`config.mk`:
```
export PLATFORM = sky130hd
export DESIGN_NAME = bitwise_slice_unit
export DESIGN_NICKNAME = d
export VERILOG_FILES = /design/src/rtl/logic_ops_pkg.sv /design/src/rtl/slice_logic.sv /design/src/rtl/bitwise_slice_unit.sv
export SDC_FILE = /design/constraint.sdc
export NUM_CORES = 1
export LEC_CHECK = 0
export ABC_AREA = 1
export CAP_MARGIN = 40
export CORE_ASPECT_RATIO = 0.8
export CORE_MARGIN = 8
export CORE_UTILIZATION = 55
export CTS_CLUSTER_DIAMETER = 100
export DETAILED_ROUTE_END_ITERATION = 8
export PLACE_DENSITY = 0.92
export SKIP_CTS_REPAIR_TIMING = 1
export SYNTH_ARGS = -nofsm -noshare
export SYNTH_HDL_FRONTEND = slang
export SYNTH_SLANG_ARGS = --single-unit
```
`constraint.sdc`:
```
create_clock -name clk -period 4.6 [get_ports clk]
set_input_delay 0.69 -clock clk [delete_from_list [all_inputs] [get_ports clk]]
set_output_delay 0.69 -clock clk [all_outputs]
set_load 0.05 [all_outputs]
```
`src/rtl/logic_ops_pkg.sv`:
```
// Shared constants for the sliced bitwise unit: operation codes, FSM state
// encodings and a counter-width helper.
package logic_ops_pkg;

    localparam logic [2:0] OP_AND  = 3'b000;
    localparam logic [2:0] OP_OR   = 3'b001;
    localparam logic [2:0] OP_XOR  = 3'b010;
    localparam logic [2:0] OP_NAND = 3'b011;
    localparam logic [2:0] OP_NOR  = 3'b100;
    localparam logic [2:0] OP_XNOR = 3'b101;
    localparam logic [2:0] OP_NOTA = 3'b110;
    localparam logic [2:0] OP_PASS = 3'b111;

    localparam logic [1:0] ST_IDLE = 2'b00;
    localparam logic [1:0] ST_RUN  = 2'b01;
    localparam logic [1:0] ST_HOLD = 2'b10;

    // Slice counter never narrower than one bit, even for a single slice.
    function automatic int cnt_width(input int nslice);
        return (nslice > 1) ? $clog2(nslice) : 1;
    endfunction

endpackage

```
`src/rtl/slice_logic.sv`:
```
// Combinational N-bit bitwise operator: one slice of the shared datapath.
module slice_logic
    import logic_ops_pkg::*;
#(
    parameter int N = 4
) (
    input  logic [2:0]   op,
    input  logic [N-1:0] a_s,
    input  logic [N-1:0] b_s,
    output logic [N-1:0] y_s
);

    // Elementary gate selection; NOT A and PASS A ignore b_s.
    always_comb begin
        y_s = '0;
        case (op)
            OP_AND:  y_s = a_s & b_s;
            OP_OR:   y_s = a_s | b_s;
            OP_XOR:  y_s = a_s ^ b_s;
            OP_NAND: y_s = ~(a_s & b_s);
            OP_NOR:  y_s = ~(a_s | b_s);
            OP_XNOR: y_s = ~(a_s ^ b_s);
            OP_NOTA: y_s = ~a_s;
            OP_PASS: y_s = a_s;
            default: y_s = '0;
        endcase
    end

endmodule

```
`src/rtl/bitwise_slice_unit.sv`:
```
// Sequential bitwise unit: evaluates one of eight operations SLICE bits per
// clock through a single slice_logic instance, with valid/ready on both sides.
module bitwise_slice_unit
    import logic_ops_pkg::*;
#(
    parameter int WIDTH = 16,
    parameter int SLICE = 4
) (
    input  logic             clk,
    input  logic             rst_n,
    input  logic             in_valid,
    output logic             in_ready,
    input  logic [2:0]       op,
    input  logic [WIDTH-1:0] a,
    input  logic [WIDTH-1:0] b,
    output logic             out_valid,
    input  logic             out_ready,
    output logic [WIDTH-1:0] y,
    output logic             zero,
    output logic             ones
);

    localparam int NSLICE = WIDTH / SLICE;
    localparam int CW     = cnt_width(NSLICE);
    localparam logic [CW-1:0] CNT_LAST = CW'(NSLICE - 1);

    logic [1:0]       state_q, state_d;
    logic [CW-1:0]    cnt_q, cnt_d;
    logic [2:0]       op_q;
    logic [WIDTH-1:0] a_q, b_q;
    logic [WIDTH-1:0] acc_q, acc_d;
    logic [WIDTH-1:0] y_q, y_d;
    logic             zero_q, zero_d;
    logic             ones_q, ones_d;
    logic             ld_s;
    logic [SLICE-1:0] a_sl_s, b_sl_s, y_sl_s;

    assign a_sl_s = a_q[cnt_q*SLICE +: SLICE];
    assign b_sl_s = b_q[cnt_q*SLICE +: SLICE];

    slice_logic #(.N(SLICE)) u_slice (
        .op  (op_q),
        .a_s (a_sl_s),
        .b_s (b_sl_s),
        .y_s (y_sl_s)
    );

    // Next-state, counter, accumulator and result/flag update.
    always_comb begin
        state_d = state_q;
        cnt_d   = cnt_q;
        acc_d   = acc_q;
        y_d     = y_q;
        zero_d  = zero_q;
        ones_d  = ones_q;
        ld_s    = 1'b0;
        case (state_q)
            ST_IDLE: begin
                if (in_valid) begin
                    state_d = ST_RUN;
                    cnt_d   = '0;
                    acc_d   = '0;
                    ld_s    = 1'b1;
                end else begin
                    state_d = ST_IDLE;
                end
            end
            ST_RUN: begin
                acc_d[cnt_q*SLICE +: SLICE] = y_sl_s;
                // The last slice is merged combinationally so y sees the whole word.
                if (cnt_q == CNT_LAST) begin
                    state_d = ST_HOLD;
                    cnt_d   = '0;
                    y_d     = acc_d;
                    zero_d  = (acc_d == '0);
                    ones_d  = (acc_d == '1);
                end else begin
                    cnt_d   = cnt_q + CW'(1);
                end
            end
            ST_HOLD: begin
                if (out_ready) begin
                    state_d = ST_IDLE;
                end else begin
                    state_d = ST_HOLD;
                end
            end
            default: begin
                state_d = ST_IDLE;
                cnt_d   = '0;
            end
        endcase
    end

    // Control, accumulator and result registers.
    always_ff @(posedge clk or negedge rst_n) begin
        if (!rst_n) begin
            state_q <= ST_IDLE;
            cnt_q   <= '0;
            acc_q   <= '0;
            y_q     <= '0;
            zero_q  <= 1'b1;
            ones_q  <= 1'b0;
        end else begin
            state_q <= state_d;
            cnt_q   <= cnt_d;
            acc_q   <= acc_d;
            y_q     <= y_d;
            zero_q  <= zero_d;
            ones_q  <= ones_d;
        end
    end

    // Operand latches, written only on accept.
    always_ff @(posedge clk or negedge rst_n) begin
        if (!rst_n) begin
            op_q <= 3'b000;
            a_q  <= '0;
            b_q  <= '0;
        end else if (ld_s) begin
            op_q <= op;
            a_q  <= a;
            b_q  <= b;
        end else begin
            op_q <= op_q;
            a_q  <= a_q;
            b_q  <= b_q;
        end
    end

    assign in_ready  = (state_q == ST_IDLE);
    assign out_valid = (state_q == ST_HOLD);
    assign y         = y_q;
    assign zero      = zero_q;
    assign ones      = ones_q;

endmodule
```
# Yosys cells after proc, flatten, opt, wreduce, memory -nomap -nowiden
# Index checks and enable logic that the tools add are counted.
op_classes:
  addsub: 2
  multipliers: 0
  div: 0
  magnitude_cmp: 0
  eq_ne: 13
  shifts: 4
  n_mux: 13
  bitwise: 8
  n_reduce_logical: 7
op_table:
  columns: ["operator", "count"]
  rows:
  - ["negation 4 -> 34 bit", 1]
  - ["variable shift 4 x 34 -> 16 bit, first input constant", 1]
  - ["indexed part select 4 x 34 -> 16 bit", 1]
  - ["case mux 16 bit (2 select lines)", 1]
  - ["case mux 4 bit (8 select lines)", 1]
  - ["indexed part select 16 x 5 -> 4 bit", 2]
  - ["bitwise mux 16 bit", 1]
  - ["== test 16 bit, second input constant", 1]
  - ["logical NOT 16 bit", 1]
  - ["two-way mux 16 bit", 1]
  - ["NOT 4 bit", 4]
  - ["== test 3 bit, second input constant", 4]
  - ["case mux 2 bit (3 select lines)", 2]
  - ["two-way mux 2 bit", 4]
  - ["== test 3 x 2 -> 1 bit, second input constant", 2]
  - ["AND reduction 2 bit", 3]
  - ["bitwise AND 4 bit", 1]
  - ["== test 2 bit, second input constant", 2]
  - ["inequality test 2 bit, second input constant", 2]
  - ["OR 4 bit", 1]
  - ["XOR 4 bit", 1]
  - ["== test 3 x 1 -> 1 bit, second input constant", 1]
  - ["logical NOT 3 bit", 1]
  - ["two-way mux 1 bit", 3]
  - ["other kinds (5)", 5]
totals:
  reg_bits: 73
  latchBits: 0
  ramBits: 0
  rom_bits: 0
  input_bits: 39
  wordCells: 56
  mem_count: 0

# Depth between registers and ports, before layout
depth:
  depth_word: 7
  depth_mapped: 20

# Modules after synthesis
# A second synthesis with hierarchy kept.
unflattened:
  hier_cells: 503
  area_unflattened_um2: 4126.5
by_module_without_submodules:
  columns: ["module", "n_inst", "cells_per_inst", "area_per_inst_um2"]
  rows:
  - ["bitwise_slice_unit", 1, 407, 3602.2]
  - ["slice_logic", 1, 96, 524.3]

# Worst setup path after synthesis
# No wires, ideal clock.
synth_timing:
  kind: "register to register"
  startpoint: "reg cnt_q[0]"
  endpoint: "reg zero_q (netlist: zero)"
  setup_time_ns: 0.061
  t_arrival_ns: 2.453
  required_time_ns: 4.539
  slack_ns: 2.086
  path_stages_with_launch: 19
  synth_period_minus_slack_ns: 2.514
  path_cell_list: "dfrtp_1 -> buf_6 -> clkbuf_1 -> nand2_1 -> a32oi_1 -> inv_1 -> ha_1 -> inv_1 -> nand4_1 -> nand3_1 -> nor2_1 -> nand2_2 -> nand4_2 -> nor2_1 -> nor2_1 -> nand2_1 -> nor2_1 -> nand3_1 -> nand2_1"
synth_between:
  elab_chain_cells: 7
  elab_cells_between_ends: 17
synth_lines:
  columns: ["element", "line", "rtl"]
  rows:
  - ["start, declared", "bitwise_slice_unit.sv:28", "logic [CW-1:0] cnt_q, cnt_d;"]
  - ["start signal, assigned", "bitwise_slice_unit.sv:106", "cnt_q <= cnt_d;"]
  - ["indexed part select 16 x 5 -> 4 bit (on tied branches)", "bitwise_slice_unit.sv:38, bitwise_slice_unit.sv:39", null]
  - ["XOR 4 bit (tied with other cells)", "slice_logic.sv:19, slice_logic.sv:22", null]
  - ["NOT 4 bit (on tied branches)", "slice_logic.sv:22, slice_logic.sv:20, slice_logic.sv:21", null]
  - ["case mux 4 bit (8 select lines)", "slice_logic.sv:16", "case (op)"]
  - ["indexed part select 4 x 34 -> 16 bit", "bitwise_slice_unit.sv:69", "acc_d[cnt_q*SLICE +: SLICE] = y_sl_s;"]
  - ["bitwise mux 16 bit", "bitwise_slice_unit.sv:69", null]
  - ["logical NOT 16 bit", "bitwise_slice_unit.sv:75", "zero_d = (acc_d == '0);"]
  - ["end signal, assigned", "bitwise_slice_unit.sv:109", "zero_q <= zero_d;"]
  - ["end, declared", "bitwise_slice_unit.sv:33", "logic zero_q, zero_d;"]
# Several ways; a longest one is shown, not always the timed one.
# A chain may end at the register's enable or synchronous reset.

# Worst setup path in the final report
layout_timing:
  startpoint: "reg cnt_q[1]"
  endpoint: "reg zero_q (netlist: zero)"
# The elaborated chain is that of the path after synthesis.

==> qor.txt <==
first-pass detailed-route iteration total -> 5
top cells by count, synth -> 97 x nand2_1, 72 x dfrtp_1, 46 x inv_1
I/O pins -> 59
fillers -> 557
final WL -> 9986 µm
Detail Route Antenna Nets -> 0
Clock Tree Buf Depth -> 2
number of synthesized flops with an enable pin -> 0
Synth Cell Area -> 0.004005 mm²
Initial Utilization -> 55.50%
routability cong. -> 0.8988
overall power -> 3.587 mW
clk_lat worst skew -> 350 ps
Worst setup SP type -> flip-flop
Slew @ Worst Pin -> 853.6 ps
clk_skew -> 6.364 ps
cell row count -> 28
Port Buffers -> 58
H-tree levels -> 3
die area -> 0.01029 mm²
Synth async-reset ratio -> 100.0%
via count -> 3484
Ant. Diodes -> 0
initial drt markers -> 315
period utilization -> 64.16%
antenna violations before repair -> 0
largest net degree at the start of global routing -> 44
final setup fails -> 0
CP Class -> flip-flop to flip-flop
Final Util -> 66.61%
Slew headroom -> 43.03%
Setup WS post-layout -> 1649 ps
Worst-path clk slew -> 70 ps
Hold Crit Class -> input port to asynchronous set/reset pin
max capacitance violation total -> 0
Sink Count -> 73
Final min period -> 2951 ps
Pleak -> 2.183 nW
top cell type's share of synthesized area -> 44.99%
yosys warns -> 0
TritonCTS buffer count -> 9
gr usage total -> 20.08%
layout overhead on the synthesized area -> 20.02%
Post-route DRC -> 0
Arr. time, crit path -> 3240 ps
outcome -> completed
Yosys top cell by area -> dfrtp_1
part of the Yosys area used for sequential elements -> 45.64%
pre-CTS setup slack -> 1440 ps
die width -> 111.4 µm
synth top area cells -> dfrtp_1 45%, nand2_1 9.1%, mux2_2 9.0%, ha_1 4.4%, inv_1 4.3%
root buffer cell -> clkbuf_8
count leader, synth -> nand2_1
CP required -> 4890 ps
fmax -> 338.8 MHz
Hold WS -> 379.1 ps
TritonCTS clock tree -> yes
post-DR wirelength/cell -> 16.48 µm
NumNets Final -> 565
Chip Height -> 92.33 µm
vias in the first global route -> 3497
Mapped Nets -> 510
VDD IR max -> 518.8 µV
vias per cell -> 5.749
Cells after Synth -> 457
post-synthesis cell type count -> 33
total grt overflow -> 0
first-pass GRT wire length -> 17190 µm
Final Hold Fails -> 0
crit end category -> flip-flop
Synth Register Bits -> 73
TNS Setup -> 0 ps
Setup crit start -> cnt_q[1]$_DFFE_PN0P_
Crit Path Max Fanout -> 16
Primary FF master, synth -> dfrtp_1
post-DP HPWL -> 7428 µm
r2r startpoint -> cnt_q[1]$_DFFE_PN0P_
reg2reg setup slack -> 1650 ps
Avg Inst Size Synth -> 8.764 µm²
RSZ-0062 raised after global routing -> false
P per Cell Area -> 746.2 mW/mm²
Slew Limit Fails -> 0
core box area -> 0.007217 mm²
layout cells sized above 1 -> 16.67%
[registers in the layout, indices dropped and copies added, names as in the netlist]
signal / cells
cnt_q: 2
a_q: 16
op_q: 3
state_q: 2
acc_q: 16
zero: 1
y: 16
ones: 1
b_q: 16
[logic make-up after synthesis]
group,synth area share (%)
simple gates,24.80
flops,45.64
buf+inv,7.123
compound gates,9.060
mux,8.997
fa+ha+maj,4.374
[per-layer routing]
metal  part of all wire, %  track usage (%)  wire length, µm
met1                    45            26.45             4454
met3                   6.3            4.328              632
met5                     0                0                0
met4                   1.8            7.863              180
met2                    47            31.72             4718
[final timing paths]
kind | endpoint | cells past startpoint
worst max-delay path | zero$_DFFE_PN1P_ | 17
max in group asynchronous | zero$_DFFE_PN1P_ | 2
min in group clk | y[13]$_DFFE_PN0P_ | 2
worst min-delay path | a_q[7]$_DFFE_PN0P_ | 1
worst max register to register | zero$_DFFE_PN1P_ | 17
worst min register to register | y[13]$_DFFE_PN0P_ | 2
[where the power goes]
| group | internal (mW) | total, mW | switching (mW) |
|---|---|---|---|
| clock | 0.206 | 0.439 | 0.233 |
| sequential | 0.920 | 1.14 | 0.222 |
| combinational | 0.723 | 2.01 | 1.28 |
[area by class of cell]
type	count	area (µm²)	share of cell area, %
sequential	73	1828	38.03
clock inverter	3	17.52	0.3644
tap	90	112.6	2.343
clock buffer	12	145.1	3.019
timing repair buffer	61	618.1	12.86
multi-input combinational	316	1892	39.35
inverter	51	193.9	4.034
[worst max-delay path: stages (launching register included)]
cell,delay [ps]
dfrtp_1,510
inv_1,450
a21oi_1,80
a32oi_1,330
inv_1,80
ha_1,300
inv_1,40
nand4_1,70
nand2_1,60
nor2_1,110
nand3_2,130
nand4_2,150
nor2_1,70
nor2_2,140
nand2_1,100
nor2_1,110
nand3_1,80
nand2_1,70
[per-stage QoR]
step,instances,cell area [µm²]
4_1_cts,605,4780
3_3_place_gp,590,4617
6_report,606,4807
5_1_grt,606,4807
2_1_floorplan,457,4005
3_5_place_dp,590,4617
[cells in the final DEF (no fill, tap or decap), types with 7 or more instances in the layout]
master            n
nand4_1          12
clkbuf_8         10
ha_1             14
o22ai_1          13
o21ai_0          24
inv_1            46
o21bai_1          8
a21oi_1           7
nor2_1           43
nand3_1          25
dfrtp_1          72
nand2_1          97
mux2_2           32
nand2_2          12
clkdlybuf4s50_1  57
No activity file was read; power rests on OpenSTA's default activity.
